<file path="src/rtl/bli201v32itl_fetch_queue_pkg.sv">
// Shared core constants for the fetch queue: datapath width, the NOP
// instruction shown to decode when empty, and the width of one queue entry.
package bli201v32itl_defines;
  localparam int          XLEN     = 32;
  localparam logic [31:0] NOP_INST = 32'h00000013;  // addi x0,x0,0
  localparam int          ENTRY_W  = 2 * XLEN;      // {pc, inst}
endpackage

</file>
<file path="src/rtl/bli201v32itl_fq_storage.sv">
// Fetch-queue storage: DEPTH rows of W bits, one write port, async read port,
// synchronous active-low clear. Each row is a clearable, clock-enabled register.
module dff_reg_rce #(
  parameter int W = 64
) (
  input  logic         clk,
  input  logic         rst_b,
  input  logic         ce,
  input  logic [W-1:0] d,
  output logic [W-1:0] q
);
  always_ff @(posedge clk) begin
    if (!rst_b)  q <= '0;
    else if (ce) q <= d;
  end
endmodule

module bli201v32itl_fq_storage #(
  parameter int DEPTH = 4,
  parameter int W     = 64,
  parameter int AW    = $clog2(DEPTH)
) (
  input  logic          clk,
  input  logic          rst,
  input  logic          we,
  input  logic [AW-1:0] waddr,
  input  logic [W-1:0]  wdata,
  input  logic [AW-1:0] raddr,
  output logic [W-1:0]  rdata
);
  logic [W-1:0] rows [DEPTH];

  for (genvar i = 0; i < DEPTH; i++) begin : g_row
    dff_reg_rce #(.W(W)) u_row (
      .clk   (clk),
      .rst_b (rst),
      .ce    (we && (waddr == AW'(i))),
      .d     (wdata),
      .q     (rows[i])
    );
  end

  assign rdata = rows[raddr];
endmodule

</file>
<file path="src/rtl/bli201v32itl_fetch_queue.sv">
// IFU-to-decode decoupling queue. Holds {pc, inst} pairs, halts fetch when
// full, and discards every entry on a redirect flush.
module bli201v32itl_fetch_queue
  import bli201v32itl_defines::*;
#(
  parameter int DEPTH = 4,
  parameter int CW    = $clog2(DEPTH) + 1,
  parameter int AW    = $clog2(DEPTH)
) (
  input  logic            clk,
  input  logic            rst,
  input  logic            fq_i_push,
  input  logic [XLEN-1:0] fq_i_pc,
  input  logic [XLEN-1:0] fq_i_inst,
  output logic            fq_o_halt,
  input  logic            fq_i_flush,
  output logic            fq_o_valid,
  output logic [XLEN-1:0] fq_o_pc,
  output logic [XLEN-1:0] fq_o_inst,
  input  logic            fq_i_ready,
  output logic [CW-1:0]   fq_o_count
);
  logic [AW-1:0]      wr_ptr, rd_ptr;
  logic [CW-1:0]      count;
  logic               push_acc, pop_acc;
  logic [ENTRY_W-1:0] head;

  assign fq_o_valid = (count != '0);
  assign fq_o_halt  = (count == CW'(DEPTH));
  assign fq_o_count = count;

  // Halt is registered, so a full queue refuses a push even while popping.
  assign push_acc = fq_i_push & ~fq_o_halt & ~fq_i_flush;
  assign pop_acc  = fq_o_valid & fq_i_ready & ~fq_i_flush;

  always_ff @(posedge clk) begin
    if (!rst || fq_i_flush) begin
      wr_ptr <= '0;
      rd_ptr <= '0;
      count  <= '0;
    end else begin
      if (push_acc) wr_ptr <= wr_ptr + AW'(1);
      if (pop_acc)  rd_ptr <= rd_ptr + AW'(1);
      count <= count + CW'(push_acc) - CW'(pop_acc);
    end
  end

  bli201v32itl_fq_storage #(.DEPTH(DEPTH), .W(ENTRY_W)) u_storage (
    .clk   (clk),
    .rst   (rst),
    .we    (push_acc),
    .waddr (wr_ptr),
    .wdata ({fq_i_pc, fq_i_inst}),
    .raddr (rd_ptr),
    .rdata (head)
  );

  assign fq_o_pc   = fq_o_valid ? head[ENTRY_W-1:XLEN] : '0;
  assign fq_o_inst = fq_o_valid ? head[XLEN-1:0]       : NOP_INST;
endmodule
</file>
<file path="config.mk">
export PLATFORM = sky130hd
export DESIGN_NAME = bli201v32itl_fetch_queue
export DESIGN_NICKNAME = d
export VERILOG_FILES = /design/src/rtl/bli201v32itl_fetch_queue_pkg.sv /design/src/rtl/bli201v32itl_fq_storage.sv /design/src/rtl/bli201v32itl_fetch_queue.sv
export SDC_FILE = /design/constraint.sdc
export NUM_CORES = 1
export LEC_CHECK = 0
export CAP_MARGIN = 20
export CORE_ASPECT_RATIO = 0.9
export CORE_MARGIN = 1
export CORE_UTILIZATION = 24
export CTS_CLUSTER_DIAMETER = 120
export DETAILED_ROUTE_END_ITERATION = 16
export PLACE_DENSITY_LB_ADDON = 0.08
export SLEW_MARGIN = 20
export SYNTH_ARGS = -nofsm -noshare
export SYNTH_HDL_FRONTEND = slang
export SYNTH_SLANG_ARGS = --single-unit
</file>
<file path="constraint.sdc">
create_clock -name clk -period 2.8 [get_ports clk]
set_clock_uncertainty 0.15 [all_clocks]
set_input_delay 0.56 -clock clk [delete_from_list [all_inputs] [get_ports clk]]
set_output_delay 0.56 -clock clk [all_outputs]
set_load 0.1 [all_outputs]
</file>
# [Yosys cells after proc, flatten, opt, wreduce, memory -nomap -nowiden]
# Cells that the tools add are included.
[totals] wordCells=36 register_bits=263 in_bits=69 output_inout_bits=69
[op_classes] bitwise=7 eq_ne=4 reduce_logical=8 n_addsub=4 n_mux=5 magnitude_cmp=1
[op_table] operator="binary-select mux 64 bit (select 2 bit)" n=1
[op_table] operator="two-way mux 64 bit" n=2
[op_table] operator="two-way mux 32 bit" n=2
[op_table] operator="adder 2 x 1 -> 2 bit, second input constant" n=2
[op_table] operator="AND 1 bit" n=4
[op_table] operator="== test 2 bit, second input constant" n=2
[op_table] operator="logical AND 1 bit" n=4
[op_table] operator="adder 3 x 1 -> 3 bit" n=1
[op_table] operator="== test 3 bit, second input constant" n=1
[op_table] operator="greater-or-equal comparator 3 bit, second input constant" n=1
[op_table] operator="inverter 2 -> 3 bit" n=1
[op_table] operator="nonzero test 3 bit" n=1
[op_table] operator="subtractor 3 x 1 -> 3 bit" n=1
[op_table] operator="== test 2 x 1 -> 1 bit, second input constant" n=1
[op_table] operator="zero test 2 bit" n=1
[op_table] operator="inverter 1 bit" n=2
[op_table] operator="zero test 1 bit" n=1
[op_table] operator="logical OR 1 bit" n=1

# [Longest topological paths before layout]
[logic_depth] ltp_word=6 ltp_mapped=10

# [Cells and area by module]
# A second synthesis with hierarchy kept.
[hier_totals] cells_unflattened=1016 area_unflattened_um2=12286.8
[modules_own_cells] mod="dff_reg_rce" cells_each=206 area_each_um2=2451.1 n_inst=4 seq_area_each_um2=1281.2
[modules_own_cells] mod="bli201v32itl_fq_storage" cells_each=82 area_each_um2=1654.1 n_inst=1 seq_area_each_um2=0.0
[modules_own_cells] mod="bli201v32itl_fetch_queue" cells_each=110 area_each_um2=828.3 n_inst=1 seq_area_each_um2=140.1

# [Least setup slack after synthesis]
# No wires, ideal clock.
[synth_timing] path_kind="register -> output" startpoint="reg count[1] (netlist: fq_o_count[1])" endpoint="out fq_o_inst[22]" t_arrival_ns=3.359 slack_ns=-1.269 t_required_ns=2.090 path_stages_with_launch=5 path_cell_list="dfxtp_1 nor3_1 inv_1 clkbuf_1 and2_1"
[synth_between] elab_chain_cells=2
[synth_lines] element="start, declared" line_no="bli201v32itl_fetch_queue.sv:24" source="logic [CW-1:0] count;"
[synth_lines] element="start signal, assigned" line_no="bli201v32itl_fetch_queue.sv:44" source="count <= count + CW'(push_acc) - CW'(pop_acc);"
[synth_lines] element="nonzero test 3 bit" line_no="bli201v32itl_fetch_queue.sv:28" source="assign fq_o_valid = (count != '0);"
[synth_lines] element="net fq_o_valid" line_no="bli201v32itl_fetch_queue.sv:17" source="output logic fq_o_valid,"
[synth_lines] element="two-way mux 32 bit" line_no="bli201v32itl_fetch_queue.sv:59" source="assign fq_o_inst = fq_o_valid ? head[XLEN-1:0] : NOP_INST;"
[synth_lines] element="end, declared" line_no="bli201v32itl_fetch_queue.sv:19" source="output logic [XLEN-1:0] fq_o_inst,"
# The timed path passes the listed nets, and every way through them passes these cells.

# [Final worst setup path]
[layout_timing] startpoint="reg rd_ptr[0]" endpoint="out fq_o_pc[21]"
[layout_between] elab_chain_cells=5
[layout_lines] element="start, declared" line_no="bli201v32itl_fetch_queue.sv:23" source="logic [AW-1:0] wr_ptr, rd_ptr;"
[layout_lines] element="start signal, assigned" line_no="bli201v32itl_fetch_queue.sv:43" source="if (pop_acc) rd_ptr <= rd_ptr + AW'(1);"
[layout_lines] element="inverter 2 -> 3 bit (implied by the code)" line_no="bli201v32itl_fq_storage.sv:43" source="assign rdata = rows[raddr];"
[layout_lines] element="binary-select mux 64 bit (select 2 bit)" line_no="bli201v32itl_fq_storage.sv:43"
[layout_lines] element="two-way mux 64 bit (implied by the code) (2 in a row)" line_no="bli201v32itl_fq_storage.sv:43"
[layout_lines] element="two-way mux 32 bit" line_no="bli201v32itl_fetch_queue.sv:58" source="assign fq_o_pc = fq_o_valid ? head[ENTRY_W-1:XLEN] : '0;"
[layout_lines] element="end, declared" line_no="bli201v32itl_fetch_queue.sv:18" source="output logic [XLEN-1:0] fq_o_pc,"
# No other way between the ends. The select of a mux whose other input is x is not followed.

==> impl_metrics.ini <==
[place]
dpl.cell_count = 1816
dp_hpwl_um = 20100
place_ws_ns = -0.0967
portBuffers = 137
gp_congestion = 0.702

[route]
drt_pass1_iterations = 4
number_of_nets_still_failing_antenna_checks_after_routing = 0
wirelength_um = 33100
drt_iter0_drc = 310
drc = 0
route.detailed.wl_per_inst_um = 17.6
route.detailed.vias_per_inst = 4.30
detailroute.via_count = 8101

[sta]
final_hold_viol_count = 0
final_critical_path_setup_slack_ns = -0.0783
layout_min_cycle_time_ns = 2.88
final-max-slew-violation-count = 0
final_period_utilization_pct = 103
max_slew.worst_pin.slew_ns = 0.445
finalHoldWorstSlack_ns = 0.300
fmaxAchievable_ghz = 0.347
setup-tns-final_ns = -0.837
final-setup-viol-count = 37
slew_hr_pct = 70.4
grt_setup_unrepaired = true

[clock_tree]
clock-root-buffer = sky130_fd_sc_hd__clkbuf_16
cts_tree = built
clk_buf_depth = 3
worstSkewPairLatency_ns = 0.56
clk_transition_reported_paths_ns = 0.06
tritoncts_buffer_count = 31
clock_sinks = 263
h-tree-depth = 1

[grt]
grt_pass1_vias = 8426
grt.overflow.total = 0
grt_antenna_before_repair = 0
grt.total_usage_pct = 13.2
largest_net_degree_at_the_start_of_global_routing = 63
grt_pass1_wl_um = 51100

[final_layout]
layoutNonFillerInstCount = 1886
post_route_cells_drive_above_1_share_pct = 26.1
num-nets-final = 1315
filler_cell_count = 4734
diodes = 0
syn2layout_area_growth_pct = 38.1

[yosys]
yosys.cell_count.top_type = sky130_fd_sc_hd__nand2_1
yosys_synthesis_warning_count = 0
synth_nets = 1169
ys_async_sr_fraction_pct = 0
synth_cell_type_count = 26
synth_largest_type_area_fraction_pct = 45.0
synth-edff-count = 0
post_synthesis_cell_count = 1093
yosysTopAreaCell = sky130_fd_sc_hd__dfxtp_1
predominant_post_synthesis_flop_cell = sky130_fd_sc_hd__dfxtp_1
yosysSeqAreaShare_pct = 45.0
synth_register_bits = 263
synth_commonest_cells = sky130_fd_sc_hd__nand2_1, sky130_fd_sc_hd__dfxtp_1, sky130_fd_sc_hd__mux2i_1, sky130_fd_sc_hd__mux4_2, sky130_fd_sc_hd__and2_1
mappedNetlistArea_sq_um = 11700
netlist_top_cells_area = sky130_fd_sc_hd__dfxtp_1, sky130_fd_sc_hd__mux2i_1, sky130_fd_sc_hd__mux4_2
syn_area_per_cell_sq_um = 10.7

[run_status]
violations_in_the_final_reports = negative setup slack
result_of_the_run = finished with violations

[setup_path]
worstReg2RegEnd = fq_o_count[2]$_SDFF_PP0_
arrival_time_at_the_worst_endpoint_ns = 2.17
slowest_stage = sky130_fd_sc_hd__mux4_2
worst_path_most_repeated_cell = sky130_fd_sc_hd__buf_12
critical_path.cell_chain = buf_12 -> buf_12 -> buf_12 -> mux4_2 -> and2_4 -> buf_12
critPathKind = reg -> out
critPathCaptureType = output port
worst_ep_required_time_ns = 2.09
critical_path.max_stage_delay_ns = 0.48
r2r_slack_ns = 0.52
regToRegStartpoint = fq_o_count[1]$_SDFF_PP0_
reg2reg_depth = 10
worst_setup_path_start_kind = flop
endpoint = fq_o_pc[21]
worst-path-max-fanout = 8
worstSetupStartpoint = rd_ptr[0]$_SDFFE_PP0P_

[pwr]
maximum_vdd_drop_mv = 0.422
leakagePower_nw = 5.61
power.density_cell_area_nw_per_um2 = 538
fin_total_pwr_w = 0.00870

[floorplanning]
core_sq_um = 48000
dieWidth_um = 235
design.die.area_sq_um = 49700
initial_core_util_pct = 24.4
row_count = 76
ioPinCount = 138
die_h_um = 212

[flow_run]
maxCapViolations = 0

[worst_hold_path]
min_delay_path_depth = 3
min_path_type = in -> reg
[cell families after synthesis]
kind of cell	share of synthesized area (%)
simple gates	14.8
mux	34.2
buf+inv	4.72
xor+xnor	0.150
fa+ha+maj	0.812
compound gates	0.342
flops	45.0
[cell usage in the layout, fill, tap and decap left out, drive strengths merged, types with 6 or more instances in the layout]
cell type	instances
ha	6
and2	63
clkbuf	50
dfxtp	263
mux2i	256
clkinv	6
buf	129
nand2	322
mux4	64
clkdlybuf4s50	67
[how the worst min path moves through the flow]
stage | start | endpoint | slack, ns
2_1_floorplan | u_storage.g_row[2].u_row.q[0]$_SDFFE_PN0P_ | u_storage.g_row[2].u_row.q[0]$_SDFFE_PN0P_ | 0.28
3_3_place_gp | u_storage.g_row[1].u_row.q[34]$_SDFFE_PN0P_ | u_storage.g_row[1].u_row.q[34]$_SDFFE_PN0P_ | 0.29
3_5_place_dp | u_storage.g_row[0].u_row.q[6]$_SDFFE_PN0P_ | u_storage.g_row[0].u_row.q[6]$_SDFFE_PN0P_ | 0.29
4_1_cts | rst | u_storage.g_row[0].u_row.q[37]$_SDFFE_PN0P_ | 0.27
5_1_grt | rst | u_storage.g_row[0].u_row.q[31]$_SDFFE_PN0P_ | 0.30
6_report | rst | u_storage.g_row[0].u_row.q[37]$_SDFFE_PN0P_ | 0.30
[layout make-up]
class | count | area [sq um] | share of cell area (%)
Multi-Input combinational cell | 741 | 6100 | 37.7
Sequential cell | 263 | 5280 | 32.7
Clock inverter | 7 | 37.5 | 0.232
Tap cell | 624 | 781 | 4.83
Inverter | 5 | 18.8 | 0.116
Clock buffer | 49 | 1010 | 6.28
Timing Repair Buffer | 197 | 2930 | 18.1
[per-stage QoR]
step / instance area, sq um / util [%]
after floorplan: 11800 / -
after global placement: 14700 / 30.6
after detailed placement: 14700 / 30.6
after CTS: 16100 / 33.6
after global routing: 16200 / 33.7
final: 16200 / 33.7
[state kept, by name, indices dropped and copies added (netlist names)]
name	count
fq_o_count	3
rd_ptr	2
wr_ptr	2
u_storage.g_row.u_row.q	256
[report_power, final]
part / switching (W) / internal, W / leakage, nW
clock network: 0.00161 / 0.00246 / 0.528
logic: 0.000448 / 0.000348 / 2.95
registers: 0.0000327 / 0.00380 / 2.13
total: 0.00209 / 0.00661 / 5.61
[repair_timing]
item,CTS,global route
resized for setup,66,1
buffers inserted,9,0
cloned,4,1
hold buffers,0,0
endpoints found under the setup margin,62,64
pin swaps,0,0
[critical path, delay by kind of cell, from the launching register on]
family                 cells  cell delay (ns)
buffers and inverters      4             0.56
muxes                      1             0.48
DFF                        1             0.38
and+or+nand+nor            1             0.18
[metal layers]
layer	track usage (%)	wire length (um)	vias to the layer above
li1	-	-	4025
met3	2.23	944	40
met4	2.65	522	0
met5	0	0	-
met2	21.4	15100	108
met1	18.5	16500	3928
(Power assumes the default switching activity.)
